`config.mk`:
```
export PLATFORM = sky130hd
export DESIGN_NAME = blinky_bank_flat
export DESIGN_NICKNAME = d
export VERILOG_FILES = /design/src/rtl/blinky_pkg.sv /design/src/rtl/blinky_bank_if.sv /design/src/rtl/blinky_chan.sv /design/src/rtl/blinky_bank.sv /design/src/flat_wrapper.sv
export SDC_FILE = /design/constraint.sdc
export NUM_CORES = 1
export LEC_CHECK = 0
export BUFFER_PORTS_ARGS = -buffer_cell sky130_fd_sc_hd__buf_4
export CORE_ASPECT_RATIO = 1.1
export CORE_MARGIN = 2
export CORE_UTILIZATION = 48
export CTS_CLUSTER_SIZE = 30
export DETAILED_ROUTE_END_ITERATION = 10
export GPL_ROUTABILITY_DRIVEN = 0
export GPL_TIMING_DRIVEN = 0
export SKIP_CTS_REPAIR_TIMING = 1
export SLEW_MARGIN = 0
export SYNTH_ARGS = -nofsm -noshare
export SYNTH_HDL_FRONTEND = slang
export SYNTH_SLANG_ARGS = --single-unit
```
`constraint.sdc`:
```
create_clock -name clk -period 17.48 [get_ports clk]
set_clock_uncertainty 0.1 [all_clocks]
set_input_delay 2.622 -clock clk [delete_from_list [all_inputs] [get_ports clk]]
set_output_delay 2.622 -clock clk [all_outputs]
set_load 0.05 [all_outputs]
```
`src/rtl/blinky_pkg.sv`:
```
// blinky_pkg: shared mode encoding for the blinky_bank pattern generator
package blinky_pkg;
    localparam int MODE_W = 2;
    typedef logic [MODE_W-1:0] mode_t;
    localparam mode_t MODE_OFF   = 2'd0;
    localparam mode_t MODE_ON    = 2'd1;
    localparam mode_t MODE_BLINK = 2'd2;
    localparam mode_t MODE_BURST = 2'd3;
endpackage

```
`src/rtl/blinky_bank_if.sv`:
```
// blinky_bank_if: valid/ready config port addressing one channel per transfer
interface blinky_bank_if #(
    parameter int CHANNELS = 4,
    parameter int CNT_W    = 16,
    parameter int BURST_W  = 8
);
    localparam int CH_W = CHANNELS > 1 ? $clog2(CHANNELS) : 1;
    logic               cfg_valid;
    logic               cfg_ready;
    logic [CH_W-1:0]    cfg_chan;
    logic [1:0]         cfg_mode;
    logic [CNT_W-1:0]   cfg_period;
    logic [CNT_W-1:0]   cfg_high;
    logic [BURST_W-1:0] cfg_count;
    modport master (output cfg_valid, cfg_chan, cfg_mode, cfg_period, cfg_high, cfg_count, input cfg_ready);
    modport slave (input cfg_valid, cfg_chan, cfg_mode, cfg_period, cfg_high, cfg_count, output cfg_ready);
endinterface

```
`src/rtl/blinky_chan.sv`:
```
// blinky_chan: one output channel - latched config, phase counter, burst countdown
module blinky_chan
    import blinky_pkg::*;
#(
    parameter int CNT_W   = 16,
    parameter int BURST_W = 8
) (
    input  logic               clk,
    input  logic               rst,
    input  logic               tick,
    input  logic               load,
    input  mode_t              mode_in,
    input  logic [CNT_W-1:0]   period_in,
    input  logic [CNT_W-1:0]   high_in,
    input  logic [BURST_W-1:0] count_in,
    output logic               q,
    output logic               busy,
    output logic               done
);
    mode_t              mode;
    logic [CNT_W-1:0]   period;
    logic [CNT_W-1:0]   high;
    logic [CNT_W-1:0]   phase;
    logic [BURST_W-1:0] remaining;
    logic               wrap;
    logic               pat;
    logic               burst_go;

    assign wrap     = tick && period != '0 && phase == period - 1'b1;
    assign pat      = mode == MODE_ON || (mode[1] && period != '0 && phase < high);
    assign burst_go = mode_in == MODE_BURST && count_in != '0;

    always_ff @(posedge clk or posedge rst) begin
        if (rst) begin
            mode      <= MODE_OFF;
            period    <= '0;
            high      <= '0;
            phase     <= '0;
            remaining <= '0;
            q         <= 1'b0;
            busy      <= 1'b0;
            done      <= 1'b0;
        end else begin
            q    <= pat;
            done <= 1'b0;
            if (load) begin
                // a zero-length burst degenerates to OFF
                mode      <= (mode_in == MODE_BURST && !burst_go) ? MODE_OFF : mode_in;
                period    <= period_in;
                high      <= high_in;
                remaining <= count_in;
                phase     <= '0;
                busy      <= burst_go;
            end else if (tick) begin
                phase <= (wrap || period == '0) ? '0 : phase + 1'b1;
                if (mode == MODE_BURST && wrap) begin
                    remaining <= remaining - 1'b1;
                    if (remaining == BURST_W'(1)) begin
                        mode <= MODE_OFF;
                        busy <= 1'b0;
                        done <= 1'b1;
                    end
                end
            end
        end
    end
endmodule

```
`src/rtl/blinky_bank.sv`:
```
// blinky_bank: bank of independently configured LED pattern channels
// sharing one prescaler tick.
module blinky_bank
    import blinky_pkg::*;
#(
    parameter int CHANNELS = 4,
    parameter int CNT_W    = 16,
    parameter int BURST_W  = 8,
    parameter int PRESCALE = 1
) (
    input  logic                clk,
    input  logic                rst,
    blinky_bank_if.slave        cfg,
    output logic [CHANNELS-1:0] q,
    output logic [CHANNELS-1:0] busy,
    output logic [CHANNELS-1:0] done
);
    localparam int CH_W = CHANNELS > 1 ? $clog2(CHANNELS) : 1;
    localparam int PS_W = PRESCALE > 1 ? $clog2(PRESCALE) : 1;
    localparam int BX_W = 2 ** CH_W;

    logic [PS_W-1:0]     ps;
    logic                tick;
    logic [BX_W-1:0]     busy_ext;
    logic [CHANNELS-1:0] load;

    assign tick = ps == PS_W'(PRESCALE - 1);

    always_ff @(posedge clk or posedge rst) begin
        if (rst) ps <= '0;
        else ps <= tick ? '0 : ps + 1'b1;
    end

    // out-of-range channel numbers see a zero busy bit and are accepted harmlessly
    assign busy_ext      = BX_W'(busy);
    assign cfg.cfg_ready = !rst && !(busy_ext[cfg.cfg_chan] && cfg.cfg_mode != MODE_OFF);

    for (genvar i = 0; i < CHANNELS; i++) begin : g_chan
        assign load[i] = cfg.cfg_valid && cfg.cfg_ready && cfg.cfg_chan == CH_W'(i);
        blinky_chan #(.CNT_W(CNT_W), .BURST_W(BURST_W)) u_chan (
            .clk       (clk),
            .rst       (rst),
            .tick      (tick),
            .load      (load[i]),
            .mode_in   (cfg.cfg_mode),
            .period_in (cfg.cfg_period),
            .high_in   (cfg.cfg_high),
            .count_in  (cfg.cfg_count),
            .q         (q[i]),
            .busy      (busy[i]),
            .done      (done[i])
        );
    end
endmodule

```
`src/flat_wrapper.sv`:
```
// flat-port wrapper written by rule: the top's interface ports become plain ports
module blinky_bank_flat import blinky_pkg::*;
#(
    parameter int CHANNELS = 4,
    parameter int CNT_W    = 16,
    parameter int BURST_W  = 8,
    parameter int PRESCALE = 1
)
  (clk, rst, q, busy, done, cfg_cfg_valid, cfg_cfg_chan, cfg_cfg_mode, cfg_cfg_period, cfg_cfg_high, cfg_cfg_count, cfg_cfg_ready);
  blinky_bank_if #(.CHANNELS(CHANNELS), .CNT_W(CNT_W), .BURST_W(BURST_W)) cfg_i ();
  input  logic clk;
  input  logic rst;
  output logic [CHANNELS-1:0] q;
  output logic [CHANNELS-1:0] busy;
  output logic [CHANNELS-1:0] done;
  input wire logic [$bits(cfg_i.cfg_valid)-1:0] cfg_cfg_valid;
  input wire logic [$bits(cfg_i.cfg_chan)-1:0] cfg_cfg_chan;
  input wire logic [$bits(cfg_i.cfg_mode)-1:0] cfg_cfg_mode;
  input wire logic [$bits(cfg_i.cfg_period)-1:0] cfg_cfg_period;
  input wire logic [$bits(cfg_i.cfg_high)-1:0] cfg_cfg_high;
  input wire logic [$bits(cfg_i.cfg_count)-1:0] cfg_cfg_count;
  output wire logic [$bits(cfg_i.cfg_ready)-1:0] cfg_cfg_ready;
  assign cfg_i.cfg_valid = cfg_cfg_valid;
  assign cfg_i.cfg_chan = cfg_cfg_chan;
  assign cfg_i.cfg_mode = cfg_cfg_mode;
  assign cfg_i.cfg_period = cfg_cfg_period;
  assign cfg_i.cfg_high = cfg_cfg_high;
  assign cfg_i.cfg_count = cfg_cfg_count;
  assign cfg_cfg_ready = cfg_i.cfg_ready;
  blinky_bank #(.CHANNELS(CHANNELS), .CNT_W(CNT_W), .BURST_W(BURST_W), .PRESCALE(PRESCALE)) u_core (.clk(clk), .rst(rst), .cfg(cfg_i), .q(q), .busy(busy), .done(done));
endmodule
```
After elaboration in Yosys (flattened, before gate mapping)
Index checks and enable logic that the tools add are counted.
Storage, ports and cells
  bits in registers: 245
  bits of input ports: 47
  output and inout port bits: 13
  logic and storage cells: 219
Operators by class
  $add $sub $neg: 13
  magnitude comparators: 5
  equal/unequal tests: 24
  multiplexer cells: 76
  bitwise operators: 1
  reductions and logical operators: 67
Operators by type and width (count)
  2-to-1 mux 16 bit: 12
  2-to-1 mux 8 bit: 12
  adder 16 x 1 -> 16 bit (second input constant): 4
  == test 16 bit: 4
  zero test 16 bit: 4
  less-than comparator 16 bit: 4
  nonzero test 16 bit: 4
  subtractor 16 x 1 -> 16 bit (second input constant): 4
  2-to-1 mux 1 bit: 34
  2-to-1 mux 2 bit: 17
  == test 8 x 1 -> 1 bit (second input constant): 4
  subtractor 8 x 1 -> 8 bit (second input constant): 4
  logical AND 1 bit: 29
  nonzero test 2 bit: 9
  == test 2 bit (second input constant): 7
  AND reduction 3 bit: 4
  == test 2 x 1 -> 1 bit (second input constant): 5
  logical OR 1 bit: 8
  inequality test 2 bit (second input constant): 4
  AND reduction 2 bit: 4
  nonzero test 8 bit: 1
  zero test 1 bit: 3
  less-than comparator 2 x 3 -> 1 bit (second input constant): 1
  binary-select mux 1 bit (select 2 bit): 1
  3 further kinds: 3

Logic depth before layout (Yosys ltp)
  depth after elaboration: 9
  gate-level depth with buffers: 12

By module
Synthesis repeated with hierarchy kept, for this count alone.
Unflattened totals
  cell total of the unflattened synthesis: 1750
  area total of the unflattened synthesis: 15568.7 um^2
Modules (own cells, without submodules)
  blinky_chan at u_core.g_chan[1].u_chan ...: instances 2, cells an instance 452, area each 3950.0 um^2
  blinky_chan at u_core.g_chan[3].u_chan: instances 1, cells an instance 426, area each 3829.9 um^2
  blinky_chan at u_core.g_chan[0].u_chan: instances 1, cells an instance 409, area each 3746.1 um^2
  blinky_bank: instances 1, cells an instance 11, area each 92.6 um^2

Least setup slack after synthesis
No wires, ideal clock.
  path type: in2out
  start point: input cfg_cfg_chan[0]
  end point: output cfg_cfg_ready
  arrival time: 4.202 ns
  data required time: 14.758 ns
  slack: 10.556 ns
  stages: 3
  path buffers: 1
  cell sequence: clkbuf_1 mux4_2 a21oi_1
On the way
  cells in the longest elaborated chain, start to end: 5
Ends and longest elaborated chain
  from (decl): line flat_wrapper.sv:17  | input wire logic [$bits(cfg_i.cfg_chan)-1:0] cfg_cfg_chan;
  binary-select mux 1 bit (select 2 bit): line blinky_bank.sv:36  | assign cfg.cfg_ready = !rst && !(busy_ext[cfg.cfg_chan] && cfg.cfg_mode != MODE_OFF);
  2-to-1 mux 1 bit (implied by the code): line blinky_bank.sv:36
  logical AND 1 bit: line blinky_bank.sv:36
  zero test 1 bit: line blinky_bank.sv:36
  logical AND 1 bit: line blinky_bank.sv:36
  to (decl): line flat_wrapper.sv:22  | output wire logic [$bits(cfg_i.cfg_ready)-1:0] cfg_cfg_ready;
No other way between the ends. The select of a mux whose other input is x is not followed.

Worst setup path after layout
Same ends and word-level chain as after synthesis.

==> results.json <==
{
  "rsz0062_at_grt": "false",
  "viasPerCell": 5.68,
  "cts_max_level": 1,
  "drcViolationCount": 0,
  "clock.fmax_mhz": 148,
  "cp-start-kind": "primary input",
  "synth_top_area_share_pct": 41.5,
  "finalSetupViolCount": 0,
  "final_cell_mix": "316 x nand2_1, 244 x dfrtp_1, 122 x nor2_1",
  "synth_enable_flop_cells": 0,
  "synth_area_um2": 14700,
  "wl_um": 44600,
  "ys_warn_count": 0,
  "dr.pass1.iters": 6,
  "hold_viol": 0,
  "drive_gt1_share_pct": 8.39,
  "num_rows": 67,
  "tightest_slew_ps": 1240,
  "maxCapViolations": 0,
  "clk_latency_ps": 570,
  "crit_path_max_incr_delay_ps": 610,
  "nets": 1928,
  "path_class": "primary input to output pin",
  "power_per_cell_area_nw_per_um2": 125,
  "hold_path.class": "register to register",
  "grt_max_degree": 120,
  "ys_types": 77,
  "critPathMaxFanout": 8,
  "timing.critical_path.buf_inv": 2,
  "total_power_mw": 2.10,
  "vias": 12700,
  "post-route-cell-area_um2": 16800,
  "critPathCaptureType": "output pin",
  "area_growth_pct": 14.4,
  "clockRootBuffer": "clkbuf_16",
  "cp.required_ps": 14760,
  "dieWidth_um": 171,
  "die_area_um2": 32100,
  "cellLeakagePower_nw": 7.65,
  "slew_violations": 0,
  "numCtsBuffers": 29,
  "yosysTopAreaCell": "dfrtp_1",
  "io_buffers": 57,
  "min_period_ps": 6770,
  "syn_nets": 1838,
  "slew_headroom_pct": 16.6,
  "vdd_ir_drop_max_v": 0.0000900,
  "yosysSeqAreaShare_pct": 41.5,
  "antenna_found_initial": 0,
  "grt_overflow_total": 0,
  "cts_buffer_depth": 3,
  "dieHeight_um": 188,
  "drt_iter0_drc": 1121,
  "cp_slowest_cell": "mux4_2",
  "cts_tree": "done",
  "status": "finished, final reports clean",
  "synthTopCellsByArea": "dfrtp_1 41%, nand2_1 8.1%, ha_1 6.8%",
  "tns_ps": 0,
  "cts_sinks": 244,
  "netlist_instances": 1711,
  "worstPathArrival_ps": 4050,
  "post_dp_cell_area_um2": 15700,
  "initial_utilization_pct": 48.5,
  "syn_area_per_cell_um2": 8.60,
  "ios": 60,
  "drt-wirelength-per-cell_um": 19.9,
  "post-route-period-util_pct": 38.7,
  "core_area_um2": 30300,
  "crit_family": "multiplexers",
  "crit_chain": "clkbuf_1 -> mux4_2 -> a21oi_1 -> buf_4",
  "grt_pass1_vias": 12100,
  "clk_pin_slew_ps": 60,
  "layout_commonest_cell": "nand2_1",
  "async_reset_ff_share_pct": 100,
  "ys_ff_latch": 244,
  "track_usage_pct": 28.4,
  "synth_ff_type": "dfrtp_1",
  "dpl.hpwl_um": 31600,
  "antenna_left": 0,
  "grt_pass1_wl_um": 70000
}
-- worst register-to-register path, delay by kind of cell (launching register included) --
kind	cells	cell delay, ps
compound gates	2	470
flops	1	350
buf+inv	2	670
simple gates	5	2310
-- logic make-up (layout without fill, tap and decap cells) --
group / after synthesis / in the layout / synth area share, %
AOI/OAI and AO/OA: 280 / 280 / 12.1
xor gates and xnor gates: 134 / 134 / 7.98
adders and majority gates: 80 / 80 / 6.80
other: 0 / 1 / 0
buffers and inverters: 188 / 301 / 5.17
muxes: 11 / 11 / 0.850
DFF: 244 / 244 / 41.5
and+or+nand+nor: 774 / 774 / 25.6
-- Yosys cell counts (24+ instances only) --
library cell and number:
a21oi_1 36, ha_1 80, dfrtp_1 244, and3_1 24, xnor2_1 64, nor2_1 122, nor3_1 37, nand3_1 79
nor4_1 46, o21ai_0 111, clkbuf_1 69, inv_1 96, nand2_1 316, xor2_1 70
-- through the flow --
stage	hold WS [ps]	setup WS, ps	instances	util, %
3_5_place_dp	367	10720	2184	51.8
3_3_place_gp	364	4930	2182	51.6
6_report	381	10710	2239	55.5
5_1_grt	423	10650	2238	55.5
2_1_floorplan	347	8060	1711	-
4_1_cts	380	10730	2238	55.5
-- final timing paths --
| path | startpoint | end | slack, ps | cells past startpoint |
|---|---|---|---|---|
| max in group asynchronous | rst | u_core.g_chan[2].u_chan.high[6] | 14380 | 3 |
| min | u_core.g_chan[0].u_chan.high[0] | u_core.g_chan[0].u_chan.high[0] | 380 | 2 |
| max | cfg_cfg_chan[0] | cfg_cfg_ready | 10710 | 4 |
| min in group asynchronous | rst | u_core.g_chan[3].u_chan.remaining[5] | 1950 | 2 |
| min reg2reg | u_core.g_chan[0].u_chan.high[0] | u_core.g_chan[0].u_chan.high[0] | 380 | 2 |
| max reg2reg | u_core.g_chan[1].u_chan.period[5] | u_core.g_chan[1].u_chan.phase[9] | 13430 | 9 |
-- registers in the layout (all words and copies together), names as in the netlist --
signal,cells
u_core.g_chan.u_chan.remaining,32
u_core.g_chan.u_chan.q,4
u_core.g_chan.u_chan.period,64
u_core.g_chan.u_chan.mode,8
u_core.g_chan.u_chan.busy,4
u_core.g_chan.u_chan.high,64
u_core.g_chan.u_chan.done,4
u_core.g_chan.u_chan.phase,64
-- routing by layer --
metal  vias to the layer above  track usage (%)  share of wire [%]
met5                         -                0                  0
met4                         0             11.8                4.0
met3                        94             3.27                4.4
met2                       357             46.4                 48
met1                      6145             38.4                 44
li1                       6130                -                  -
-- cell type report --
type / instances / area [um^2]
Fill cell: 2851 / 13500
Multi-Input combinational cell: 1279 / 7850
Sequential cell: 244 / 6110
Clock buffer: 40 / 857
Tap cell: 414 / 518
Timing Repair Buffer: 59 / 483
Buffer: 92 / 400
Inverter: 96 / 368
Clock inverter: 14 / 251
Antenna cell: 1 / 2.50
-- report_power, final --
group | internal [mW] | switching, mW
Sequential | 0.680 | 0.121
Combinational | 0.257 | 0.345
Clock | 0.444 | 0.252
Total | 1.38 | 0.718
Note: power is estimated with default switching activity, not from simulation.
